--- src/rtl/ram_arbiter.sv ---
// Two-master Wishbone arbiter sharing the SDRAM slave port between the ioctl loader and the core bus.
// Loader writes go through a one-entry holding register; the core keeps the grant for a whole burst.
module ram_arbiter #(
    parameter int ADDR_W  = 24,
    parameter int TIMEOUT = 255
) (
    input  logic              clk_sys,
    input  logic              reset,
    input  logic              ram_ready,
    input  logic              ioctl_download,
    input  logic              ioctl_wr,
    input  logic [ADDR_W-1:0] ioctl_addr,
    input  logic [31:0]       ioctl_dout,
    input  logic [3:0]        ioctl_sel,
    output logic              ioctl_wait,
    input  logic              core_stb,
    input  logic              core_cyc,
    input  logic              core_we,
    input  logic [3:0]        core_sel,
    input  logic [2:0]        core_cti,
    input  logic [ADDR_W-3:0] core_adr,
    input  logic [31:0]       core_dat_o,
    output logic              core_ack,
    output logic              core_err,
    output logic              loader_err,
    output logic              ram_stb,
    output logic              ram_cyc,
    output logic              ram_we,
    output logic [3:0]        ram_sel,
    output logic [2:0]        ram_cti,
    output logic [ADDR_W-1:0] ram_adr,
    output logic [31:0]       ram_dat_i,
    input  logic              ram_ack,
    output logic              core_busy
);

    localparam int WD_W = $clog2(TIMEOUT + 2);

    typedef enum logic [1:0] {IDLE, CORE, LOAD} state_t;

    state_t            state;
    logic              pend;
    logic [ADDR_W-1:0] h_addr;
    logic [31:0]       h_dat;
    logic [3:0]        h_sel;
    logic [WD_W-1:0]   wd_cnt;
    logic              dl_q;
    logic              abort;

    assign abort      = (TIMEOUT != 0) && (state != IDLE) && (wd_cnt == WD_W'(TIMEOUT));
    assign ioctl_wait = pend;
    assign core_busy  = (state == LOAD) | pend;

    // Slave side is a combinational view of the registered grant; the abort cycle forces it idle.
    always_comb begin
        ram_stb   = 1'b0;
        ram_cyc   = 1'b0;
        ram_we    = 1'b0;
        ram_sel   = '0;
        ram_cti   = '0;
        ram_adr   = '0;
        ram_dat_i = '0;
        core_ack  = 1'b0;
        core_err  = 1'b0;
        unique case (state)
            CORE: begin
                if (abort) begin
                    core_err = ~reset;
                end else begin
                    ram_stb   = core_stb;
                    ram_cyc   = core_cyc;
                    ram_we    = core_we;
                    ram_sel   = core_sel;
                    ram_cti   = core_cti;
                    ram_adr   = {core_adr, 2'b00};
                    ram_dat_i = core_dat_o;
                    core_ack  = ram_ack & ~reset;
                end
            end
            LOAD: begin
                if (!abort) begin
                    ram_stb   = 1'b1;
                    ram_cyc   = 1'b1;
                    ram_we    = 1'b1;
                    ram_sel   = h_sel;
                    ram_adr   = h_addr & ~ADDR_W'(3);
                    ram_dat_i = h_dat;
                end
            end
            default: ;
        endcase
    end

    always_ff @(posedge clk_sys) begin
        if (reset) begin
            state      <= IDLE;
            pend       <= 1'b0;
            h_addr     <= '0;
            h_dat      <= '0;
            h_sel      <= '0;
            wd_cnt     <= '0;
            dl_q       <= 1'b0;
            loader_err <= 1'b0;
        end else begin
            dl_q <= ioctl_download;
            if (ioctl_download && !dl_q)
                loader_err <= 1'b0;

            // A write strobe while the register is still full is dropped.
            if (ioctl_wr && !pend) begin
                h_addr <= ioctl_addr;
                h_dat  <= ioctl_dout;
                h_sel  <= ioctl_sel;
                pend   <= 1'b1;
            end

            unique case (state)
                IDLE: begin
                    wd_cnt <= '0;
                    if (pend && ram_ready)
                        state <= LOAD;
                    else if (core_cyc && core_stb && ram_ready)
                        state <= CORE;
                end
                CORE: begin
                    if (abort) begin
                        state  <= IDLE;
                        wd_cnt <= '0;
                    end else if (ram_ack) begin
                        wd_cnt <= '0;
                        if (core_cti != 3'b010 || !core_cyc)
                            state <= IDLE;
                    end else begin
                        wd_cnt <= wd_cnt + 1'b1;
                        if (!core_cyc)
                            state <= IDLE;
                    end
                end
                LOAD: begin
                    if (abort) begin
                        state      <= IDLE;
                        pend       <= 1'b0;
                        loader_err <= 1'b1;
                        wd_cnt     <= '0;
                    end else if (ram_ack) begin
                        state  <= IDLE;
                        pend   <= 1'b0;
                        wd_cnt <= '0;
                    end else begin
                        wd_cnt <= wd_cnt + 1'b1;
                    end
                end
                default: state <= IDLE;
            endcase
        end
    end

endmodule

--- config.mk ---
export PLATFORM = sky130hd
export DESIGN_NAME = ram_arbiter
export DESIGN_NICKNAME = d
export VERILOG_FILES = /design/src/rtl/ram_arbiter.sv
export SDC_FILE = /design/constraint.sdc
export NUM_CORES = 1
export LEC_CHECK = 0
export ABC_AREA = 1
export CAP_MARGIN = 15
export CORE_ASPECT_RATIO = 1.75
export CORE_MARGIN = 4
export CORE_UTILIZATION = 25
export CTS_CLUSTER_DIAMETER = 30
export DETAILED_ROUTE_END_ITERATION = 12
export DONT_BUFFER_PORTS = 1
export GPL_ROUTABILITY_DRIVEN = 1
export GPL_TIMING_DRIVEN = 1
export HOLD_SLACK_MARGIN = 0.03
export PLACE_DENSITY = 0.38
export SKIP_LAST_GASP = 1
export SLEW_MARGIN = 10
export SYNTH_ARGS = -nofsm -noshare
export SYNTH_HDL_FRONTEND = slang
export SYNTH_SLANG_ARGS = --single-unit
--- constraint.sdc ---
create_clock -name clk_sys -period 3.33 [get_ports clk_sys]
set_clock_uncertainty 0.2 [all_clocks]
set_input_delay 0.666 -clock clk_sys [delete_from_list [all_inputs] [get_ports clk_sys]]
set_output_delay 0.666 -clock clk_sys [all_outputs]
set_load 0.02 [all_outputs]
## Yosys cells after proc, flatten, opt, wreduce, memory -nomap -nowiden

Index checks and enable logic that the tools add are counted.
Widths: inputs -> output; s select.

| word-level totals | value |
|---|---|
| flip-flop bits (word level) | 74 |
| logic and storage cells | 76 |
| input bits | 130 |

| cells by class | value |
|---|---|
| mux-type cells | 41 |
| add/sub/neg operators | 1 |
| eq/ne operators | 8 |
| reduce and logical (&&, ||, !) cells | 15 |
| bitwise logic cells | 3 |

Operators by type and width:

| cell | number |
|---|---|
| $mux 32 | 2 |
| $pmux 32 s2 | 1 |
| $mux 24 | 2 |
| $pmux 24 s2 | 1 |
| $mux 9 | 2 |
| $pmux 9 s2 | 1 |
| $mux 2 | 8 |
| $mux 1 | 15 |
| $add 9x1->9 const B | 1 |
| $eq 9x8->1 const B | 1 |
| $mux 4 | 2 |
| $ne 4x4->1 const B | 2 |
| $pmux 4 s2 | 1 |
| $logic_and 1x1->1 | 6 |
| $mux 3 | 2 |
| $ne 3x3->1 const B | 2 |
| $pmux 1 s2 | 3 |
| $pmux 2 s3 | 1 |
| $reduce_and 4->1 | 1 |
| $reduce_bool 2->1 | 2 |
| $logic_not 1->1 | 3 |
| $ne 3x2->1 const B | 1 |
| $eq 2x1->1 const B | 1 |
| $eq 2x2->1 const B | 1 |
| 6 further kinds | 6 |

## Depth between registers and ports, before layout

Gate-level depths: netlist (run 1).

| logic depth | value |
|---|---|
| depth after elaboration | 6 |
| depth in mapped cells | 14 |

## Least setup slack after synthesis (run 1)

Ideal clock, no wire load.

| timing | value |
|---|---|
| kind | reg-to-output |
| start point | reg wd_cnt[0] |
| end point | out core_err |
| cell stages (with the launch flop) | 11 |
| data arrival time | 1.816 ns |
| path buffers | 2 |
| slack | 0.648 ns |
| path through | dfxtp_1 > ha_1 > nand2_1 > inv_1 > nand2_1 > nor3_1 > ha_1 > nand2_2 > buf_6 > buf_2 > nor3_1 |

| on the way | value |
|---|---|
| longest elaborated chain between the ends | 4 |

RTL lines:

| element | line | RTL |
|---|---|---|
| start: declaration | 46 | `logic [WD_W-1:0] wd_cnt;` |
| start signal: assignment | 134 | `wd_cnt <= wd_cnt + 1'b1;` |
| start signal: assignment | 150 | `wd_cnt <= wd_cnt + 1'b1;` |
| $eq 9x8->1 | 50 | `assign abort = (TIMEOUT != 0) && (state != IDLE) && (wd_cnt == WD_W'(TIMEOUT));` |
| $logic_and 1x1->1 | 50 |  |
| $mux 1 | 67 | `if (abort) begin` |
| $mux 1 | 65 | `unique case (state)` |
| end: declaration | 24 | `output logic core_err,` |

No other way between the ends.

## Final worst setup path (run 1)

| timing | value |
|---|---|
| start point | reg wd_cnt[1] |
| end point | out ram_dat_i[26] |

| on the way | value |
|---|---|
| longest elaborated chain between the ends | 4 |
| elaborated cells between the ends (all ways) | 5 |
| those cells by class | eq/ne: 1; mux: 3; reduce/logical: 1 |

RTL lines:

| element | line | RTL |
|---|---|---|
| $eq 9x8->1 * | 50 |  |
| $logic_and 1x1->1 * | 50 |  |
| $mux 32, on equally long branches | 81, 67 |  |
| $pmux 32 s2 * | 65 |  |
| end: declaration | 32 | `output logic [31:0] ram_dat_i,` |

Mark *: on every way between the ends. The rest lies on a longest branch, timed or not.

==> impl_metrics.yaml, run 1 <==
global_route:
  grt_first_pass_wirelength_mm: 20.2
  grt_start_max_net_pins: 65
  grt_pass1_vias: 3961
  track_usage_pct: 15.1
  antenna_found_initial: 0
  grt_remaining_overflow: 0
sta:
  finalCritPeriodShare_pct: 93.8
  timing.fmax_ghz: 0.320
  slew_headroom_pct: 62.2
  rsz0062_at_grt: "no"
  maxSlewViolCount: 0
  fin_crit_ns: 3.13
  setup_viol: 0
  hold_viol: 0
  final.setup.tns_ns: 0
  tightest_slew_ns: 0.563
setup_path:
  cp.arrival_ns: 2.26
  cp-end-kind: "primary output"
  criticalPathCategory: "reg -> out"
  worstPathMaxFanout: 22
  crit_chain: "ha_1 > nand2_1 > inv_1 > nand2_1 > nor3_2 > ha_1 > nand2_4 > nand2_4 > clkinv_8 > buf_12 > nand2_1 > a21oi_1 > buf_4"
  worstPathRequired_ns: 2.46
  cp_slowest_stage_delay_ns: 0.36
  crit_slowest_cell: "dfxtp_1"
  cp-start-kind: "flip-flop"
  cp_common_cell: "nand2_1"
pwr:
  leakagePower_nw: 1.90
  internal-power_mw: 1.96
  switching_power_mw: 1.47
  seq_power_share_pct: 29.5
  vdd.ir_drop.worst_v: 0.000230
  total_power_mw: 3.43
  swShare_pct: 42.9
  powerDensity_nw_per_um2: 720
  clkPwrFrac_pct: 26.1
  share_comb_of_total_power_pct: 44.4
finish:
  drive_gt1_share_pct: 18.0
  diodes: 0
  syn_to_final_growth_pct: 26.2
  multi_input_area_um2: 2050
  utilization_pct: 32.2
  register_area_um2: 1440
  fillerInstances: 1656
  fin_nets: 766
  layout_common_cells: "134 x nor2_1, 83 x nand2_1, 74 x buf_4, 71 x dfxtp_1, 67 x a21oi_1"
  final_common_cell: "nor2_1"
floorplan:
  rows: 59
  die_h_um: 171
  fp.dieW_um: 101
  die_area_um2: 17200
  coreArea_um2: 14800
  start_util_pct: 25.5
  pin_count: 201
route:
  num_vias: 3966
  ant_nets: 0
  drt_wl_total_mm: 13.6
  wire_per_inst_um: 16.6
  remaining_drc_errors: 0
  viasPerCell: 4.85
  dr.pass1.iters: 4
  drt_iter0_drc: 131
clock_network:
  cts-root-buf: "clkbuf_16"
  tritoncts: "done"
  clockBufferDepth: 2
  clk_latency_ns: 0.33
  clkTransAtPathRegs_ns: 0.06
  cts_hold_buf: 0
  cts_buffers: 9
  clock_sinks: 72
  htreeDepth: 3
placement:
  gp_congestion: 0.759
  numPortBuffers: 0
  hpwl_mm: 9.69
yosys:
  syn_area_per_cell_um2: 6.47
  ys_seq_elements: 72
  synth_compound_area_share_pct: 17.2
  synthAdderAreaFrac_pct: 1.98
  synth.area.mux_share_pct: 0
  synth_top_family_by_area: "simple AND/OR/NAND/NOR gates"
  syn_inst: 585
  ys_seq_area_share_pct: 38.1
  synthDistinctLibCells: 26
  synth_area_um2: 3780
  synth-xor-area-share_pct: 0.463
  synthSimpleGateAreaFrac_pct: 33.8
  ys_warn_count: 0
flow_run:
  maxCapViolCount: 0
run_status:
  outcome: "completed"
hold_path:
  hold_path.class: "in -> reg"
-- critical path: cells and delay by family, from the launching register on --
kind	cells	cell delay (ns)
AO/OA/AOI/OAI	1	0.06
flip-flops	1	0.36
adder cells (fa/ha/maj)	2	0.42
AND/OR/NAND/NOR	6	0.57
buffers and inverters	4	0.50
-- synthesized netlist by cell type --
master	n	area, µm²
a21oi_1	67	335
buf_1	3	11.3
buf_2	17	85.1
buf_4	3	22.5
buf_6	1	11.3
clkbuf_1	21	78.8
clkbuf_2	1	5.00
conb_1	1	3.75
dfxtp_1	72	1440
ha_1	6	75.1
inv_1	22	82.6
inv_2	5	18.8
nand2_1	84	315
nand2_2	3	18.8
nand2_4	1	11.3
nand3_1	65	325
nand4_1	4	25.0
nor2_1	135	507
nor3_1	5	25.0
nor3_2	4	40.0
nor3b_2	1	12.5
o21ai_0	58	290
o21ai_1	3	15.0
o21ai_2	1	8.76
xnor2_1	1	8.76
xor2_1	1	8.76
-- kinds of logic after synthesis --
family                   Yosys count
XOR/XNOR                           2
adder cells (fa/ha/maj)            6
other                              1
flip-flops                        72
AO/OA/AOI/OAI                    129
AND/OR/NAND/NOR                  302
buffers and inverters             73
-- power groups by stage --
stage | clock [mW] | sequential [mW] | combinational, mW
final | 0.896 | 1.01 | 1.53
after floorplan | 0 | 1.02 | 0.998
after global routing | 0.964 | 1.03 | 1.69
after global placement | 0 | 1.03 | 1.51
after detailed placement | 0 | 1.03 | 1.52
after CTS | 0.930 | 1.01 | 1.53
-- area by class of cell --
| type | instances | area share (%) |
|---|---|---|
| multi-input combinational | 441 | 43.0 |
| clock buffer | 10 | 4.80 |
| clock inverter | 6 | 0.944 |
| inverter | 27 | 2.39 |
| sequential | 72 | 30.2 |
| tap | 183 | 4.80 |
| timing repair buffer | 79 | 13.8 |
-- state kept, by name, indices dropped and copies added, names as in the netlist --
name        cells
h_dat          32
h_addr         22
wd_cnt          9
h_sel           4
state           2
dl_q            1
ioctl_wait      1
loader_err      1
-- worst paths after layout --
path	end	cells past startpoint	slack (ns)	start
setup reg to reg	state[1]$_SDFFE_PP0P_	13	1.09	wd_cnt[1]$_SDFFE_PP0P_
hold / removal	loader_err$_SDFF_PP0_	1	0.19	reset
setup / recovery	ram_dat_i[26]	13	0.20	wd_cnt[1]$_SDFFE_PP0P_
hold reg to reg	wd_cnt[7]$_SDFFE_PP0P_	2	0.26	wd_cnt[7]$_SDFFE_PP0P_
-- stage by stage --
stage                     instances  hold WS [ns]  setup slack [ns]  area [µm²]
after floorplan                 586         0.239             0.648        3790
after global placement          800         0.248             0.318        4430
after detailed placement        800         0.254             0.274        4430
after CTS                       816         0.176            0.0127        4710
after global routing            818         0.179           0.00272        4770
final                           818         0.192             0.205        4770
-- timing repair --
action	4_1_cts	5_1_grt
pin swaps	0	1
endpoints found under the setup margin	41	57
buffers inserted	0	1
gates resized for setup	2	8
gates cloned	0	1
-- per-layer routing --
metal	track usage [%]	vias up	wire, µm	share of wire, %
met5	0	-	0	0
met4	6.08	0	331	2.4
met3	3.18	20	795	5.9
met2	26.9	136	7030	52
met1	17.2	1811	5430	40
li1	-	1999	-	-
Note: power is estimated with default switching activity, not from simulation.
==> run 2: changes to the inputs <==
--- a/config.mk
+++ b/config.mk
@@ -8,7 +8,6 @@
 export ABC_AREA = 1
 export CAP_MARGIN = 15
 export CORE_ASPECT_RATIO = 1.75
-export CORE_MARGIN = 4
 export CORE_UTILIZATION = 25
 export CTS_CLUSTER_DIAMETER = 30
 export DETAILED_ROUTE_END_ITERATION = 12
==> run 2 against run 1 <==
Compared with the run above:
- worst setup slack worse by 0.0060 ns
- power down 1.4%
- sequential power hardly changed
- critical endpoint is now ram_adr[11]
- core utilization decreased by 0.39 points
- critical path depth stayed put
- first-iteration DRC count up 38%
- non-clock buffer count is 1 lower
- register-to-register slack hardly changed
- cell count fell by 0.24%
- via count decreased by 2.6%
==> impl_metrics.yaml, run 2 (synthesis gave the netlist of run 1 again) <==
clock_network:
  cts-root-buf: "clkbuf_16"
  cts_hold_buf: 0
  clk_latency_ns: 0.32
  cts.repair.resized: 0
  cts_buffers: 9
  post_cts_buffers: 0
  htreeDepth: 3
  tritoncts: "done"
  clockBufferDepth: 2
  clkTransAtPathRegs_ns: 0.05
  clock_sinks: 72
finish:
  largest_reg_flops: 32
  final_common_cell: "nor2_1"
  fin_cells: 816
  diodes: 0
  fillerInstances: 1651
  drive_gt1_share_pct: 17.4
  fin_nets: 765
  syn_to_final_growth_pct: 24.6
  layout_common_cells: "134 x nor2_1, 83 x nand2_1, 72 x dfxtp_1, 72 x buf_4, 67 x a21oi_1"
  reg.largest.list: "h_dat (32), h_addr (22), wd_cnt (9)"
  top_register: "h_dat"
sta:
  final.setup.tns_ns: 0
  fin_crit_ns: 3.13
  timing.fmax_ghz: 0.319
  rsz0062_at_grt: "no"
  setup_viol: 0
  tightest_slew_ns: 0.667
  hold_viol: 0
  slew_headroom_pct: 55.5
  finalCritPeriodShare_pct: 94.0
  maxSlewViolCount: 0
placement:
  numPortBuffers: 0
  hpwl_mm: 9.04
  dp.cells: 800
  gp_congestion: 0.799
hold_path:
  hold_path.class: "in -> reg"
route:
  remaining_drc_errors: 0
  drt_iter0_drc: 181
  wire_per_inst_um: 15.3
  drt_wl_total_mm: 12.5
  dr.pass1.iters: 4
  ant_nets: 0
  num_vias: 3864
  viasPerCell: 4.74
global_route:
  met1_usage_pct: 16.5
  antenna_found_initial: 0
  grt_remaining_overflow: 0
  grt_most_used_layer: "met2"
  grtUsageMet2_pct: 29.8
  track_usage_pct: 15.8
  met3_usage_pct: 2.95
  grt_pass1_vias: 3598
  grt_start_max_net_pins: 59
  grt_first_pass_wirelength_mm: 18.6
run_status:
  outcome: "completed"
floorplan:
  die_area_um2: 15600
  pin_count: 201
  die_h_um: 165
  rows: 59
  start_util_pct: 25.5
  coreArea_um2: 14800
  fp.dieW_um: 95.0
setup_path:
  worstPathMaxFanout: 23
  cp-start-kind: "flip-flop"
  crit_chain: "ha_1 > nand2_1 > inv_1 > nand2_1 > nor3_1 > ha_1 > nand2_2 > nand2_2 > inv_4 > buf_12 > nand2_1 > a21oi_1 > buf_4"
  cp-end-kind: "primary output"
  cp_common_cell: "nand2_1"
  cp.buffers_inverters: 4
  path_delay_family: "simple AND/OR/NAND/NOR gates"
  cp_slowest_stage_delay_ns: 0.37
  crit_slowest_cell: "dfxtp_1"
  worstPathRequired_ns: 2.46
  cp.arrival_ns: 2.26
  criticalPathCategory: "reg -> out"
flow_run:
  maxCapViolCount: 0
pwr:
  vdd.ir_drop.worst_v: 0.000311
  total_power_mw: 3.39
  powerDensity_nw_per_um2: 719
  leakagePower_nw: 1.88
[run 2: per-layer routing]
layer,wire [µm],part of all wire [%],vias up
met1,4810,38,1753
li1,-,-,1991
met4,232,1.9,0
met2,6820,55,107
met5,0,0,-
met3,640,5.1,13
[run 2: final timing paths]
| check | startpoint | end | slack (ns) | depth (start not counted) |
|---|---|---|---|---|
| worst max register to register | wd_cnt[0]$_SDFFE_PP0P_ | state[1]$_SDFFE_PP0P_ | 1.08 | 13 |
| worst min register to register | wd_cnt[7]$_SDFFE_PP0P_ | wd_cnt[7]$_SDFFE_PP0P_ | 0.26 | 2 |
| worst max-delay path | wd_cnt[0]$_SDFFE_PP0P_ | ram_adr[11] | 0.20 | 13 |
| worst min-delay path | reset | loader_err$_SDFF_PP0_ | 0.20 | 1 |
[run 2: cell type report]
class / instances / area (µm²) / area share, %
clock buffers: 11 / 233 / 4.94
clock inverters: 4 / 22.5 / 0.478
inverters: 27 / 104 / 2.20
multi-input cells: 441 / 2040 / 43.2
flip-flops and latches: 72 / 1440 / 30.6
well taps: 183 / 229 / 4.86
repair buffers: 78 / 648 / 13.7
[run 2: power breakdown]
part	total, mW	internal, mW	switching, mW	leakage [nW]
sequential	1.01	0.955	0.0569	0.595
combinational	1.53	0.522	1.01	1.16
clock	0.843	0.496	0.347	0.125
total	3.39	1.97	1.42	1.88
[run 2: metrics by stage]
stage,setup WS [ns],hold WS [ns],cell area [µm²],util [%]
5_1_grt,0.0378,0.186,4710,31.8
3_5_place_dp,0.455,0.249,4420,29.8
2_1_floorplan,0.648,0.239,3790,-
3_3_place_gp,0.479,0.248,4420,29.8
4_1_cts,0.0815,0.184,4670,31.5
6_report,0.199,0.202,4710,31.8
==> run 3: changes to the inputs <==
--- a/config.mk
+++ b/config.mk
@@ -8,14 +8,14 @@
 export ABC_AREA = 1
 export CAP_MARGIN = 15
 export CORE_ASPECT_RATIO = 1.75
-export CORE_UTILIZATION = 25
+export CORE_UTILIZATION = 60
 export CTS_CLUSTER_DIAMETER = 30
 export DETAILED_ROUTE_END_ITERATION = 12
 export DONT_BUFFER_PORTS = 1
 export GPL_ROUTABILITY_DRIVEN = 1
 export GPL_TIMING_DRIVEN = 1
 export HOLD_SLACK_MARGIN = 0.03
-export PLACE_DENSITY = 0.38
+export PLACE_DENSITY = 0.76
 export SKIP_LAST_GASP = 1
 export SLEW_MARGIN = 10
 export SYNTH_ARGS = -nofsm -noshare
==> run 3 against run 2 <==
Compared with the run above:
- cell area fell by 5.7%
- worst setup slack got worse by 0.010 ns
- critical path type unchanged
- sequential share of layout area rose by 1.8 points
- largest cell class unchanged
- register-to-register slack barely moved
- global-route usage rose by 15 points
- fmax fell by 0.33%
- cell count fell by 13%
==> impl_metrics.yaml, run 3 (synthesis gave the netlist of run 1 again) <==
floorplan:
  fp.dieW_um: 62.0
  rows: 37
  start_util_pct: 63.3
  die_h_um: 107
  pin_count: 201
  die_area_um2: 6640
  coreArea_um2: 5970
route:
  remaining_drc_errors: 0
  ant_nets: 0
  viasPerCell: 5.72
  drt_wl_total_mm: 10.3
  dr.pass1.iters: 5
  wire_per_inst_um: 14.6
  drt_iter0_drc: 233
  num_vias: 4041
setup_path:
  r2r_start: "wd_cnt[3]$_SDFFE_PP0P_"
  path_delay_family: "simple AND/OR/NAND/NOR gates"
  crit_chain: "ha_1 > nand2_1 > inv_1 > nand2_1 > nor3_1 > ha_1 > nand2_2 > buf_12 > nand3_1 > a21oi_1 > buf_4"
  regToRegSetupSlack_ns: 1.07
  cp-end-kind: "primary output"
  cp_slowest_stage_delay_ns: 0.34
  worstPathRequired_ns: 2.46
  criticalPathCategory: "reg -> out"
  cp.buffers_inverters: 3
  worstPathMaxFanout: 64
  cp-start-kind: "flip-flop"
  reg2reg_depth: 12
  startpoint: "wd_cnt[0]$_SDFFE_PP0P_"
  crit_slowest_cell: "dfxtp_1"
  cp.arrival_ns: 2.28
  regToRegEndpoint: "state[0]$_SDFFE_PP0P_"
finish:
  stdcell_area_um2: 4450
  syn_to_final_growth_pct: 17.6
  fillerInstances: 521
  fin_cells: 706
  top_register: "h_dat"
  drive_gt1_share_pct: 16.4
  layout_common_cells: "135 x nor2_1, 83 x nand2_1, 72 x dfxtp_1, 70 x buf_4, 67 x a21oi_1"
  largest_reg_flops: 32
  diodes: 0
  final_common_cell: "nor2_1"
  fin_nets: 761
  reg.largest.list: "h_dat (32), h_addr (22), wd_cnt (9)"
clock_network:
  clockBufferDepth: 2
  clkTransAtPathRegs_ns: 0.07
  cts_buffers: 9
  cts_hold_buf: 0
  clock_sinks: 72
  tritoncts: "done"
  clk_latency_ns: 0.35
  htreeDepth: 3
  cts-root-buf: "clkbuf_8"
  post_cts_buffers: 0
sta:
  fin_crit_ns: 3.14
  hold_viol: 0
  holdWs_ns: 0.180
  timing.fmax_ghz: 0.318
  rsz0062_at_grt: "no"
  setup_viol: 0
  tightest_slew_ns: 0.992
  finalCritPeriodShare_pct: 94.3
  maxSlewViolCount: 0
  slew_headroom_pct: 33.9
  final.setup.tns_ns: 0
run_status:
  outcome: "completed"
hold_path:
  hold_path.class: "in -> reg"
  whs_path_depth: 1
  min_to: "loader_err$_SDFF_PP0_"
  hold_path_startpoint: "reset"
global_route:
  grt_remaining_overflow: 0
  grt_pass1_vias: 3648
  grt_start_max_net_pins: 65
  grt_first_pass_wirelength_mm: 15.5
  antenna_found_initial: 0
  track_usage_pct: 31.0
flow_run:
  maxCapViolCount: 0
placement:
  gp_congestion: 0.841
  numPortBuffers: 0
  hpwl_mm: 7.21
  dp.cells: 692
  placed_area_um2: 4250
pwr:
  leakagePower_nw: 1.82
  powerDensity_nw_per_um2: 694
  vdd.ir_drop.worst_v: 0.000432
==> run 3: power breakdown <==
group	internal [mW]	switching [mW]	total (mW)
sequential	0.954	0.0589	1.01
combinational	0.487	0.967	1.45
clock	0.324	0.297	0.621
==> run 3: routing by layer <==
layer	part of all wire, %	track usage [%]	vias up
met5	0	0	-
met4	2.0	14.6	0
met1	37	33.3	1866
met3	6.9	7.96	20
li1	-	-	1986
met2	54	53.6	169
==> run 3: area by class of cell <==
class                           instances  area (µm²)  area share, %
Clock buffer                           14         173           3.88
Inverter                               27         101           2.28
Multi-Input combinational cell        441        2030           45.7
Sequential cell                        72        1440           32.4
Tap cell                               78        97.6           2.19
Timing Repair Buffer                   74         601           13.5
==> run 3: what timing repair did <==
action	CTS	global route
cloned	0	0
gates resized for setup	1	5
setup endpoints to repair	1	60
==> run 3: worst reg2reg max path, cell delays in order (launching register included) <==
cell     delay [ns]
dfxtp_1        0.35
nand2_1        0.09
nor2_1         0.21
nand2_1        0.10
nor3_1         0.15
ha_1           0.21
nand2_2        0.10
buf_12         0.20
nand3_1        0.22
nand2_1        0.07
nor2_1         0.13
nor2_1         0.05
nor2_1         0.10
==> run 3: per-stage QoR <==
step                util [%]  setup WS, ns  power (mW)
floorplan                  -         0.648        2.02
global placement        71.2         0.438        2.41
detailed placement      71.2         0.393        2.46
CTS                     74.2        0.0909        3.07
global route            74.5       0.00604        3.28
finish                  74.5         0.189        3.09
==> run 3: worst max-delay path by stage <==
stage | cells past startpoint | to | slack [ns]
after floorplan | 10 | core_err | 0.65
after global placement | 13 | ram_dat_i[23] | 0.44
after detailed placement | 13 | ram_dat_i[23] | 0.39
after CTS | 13 | ram_dat_i[23] | 0.09
after global routing | 13 | ram_dat_i[23] | 0.006
final | 11 | ram_adr[15] | 0.19
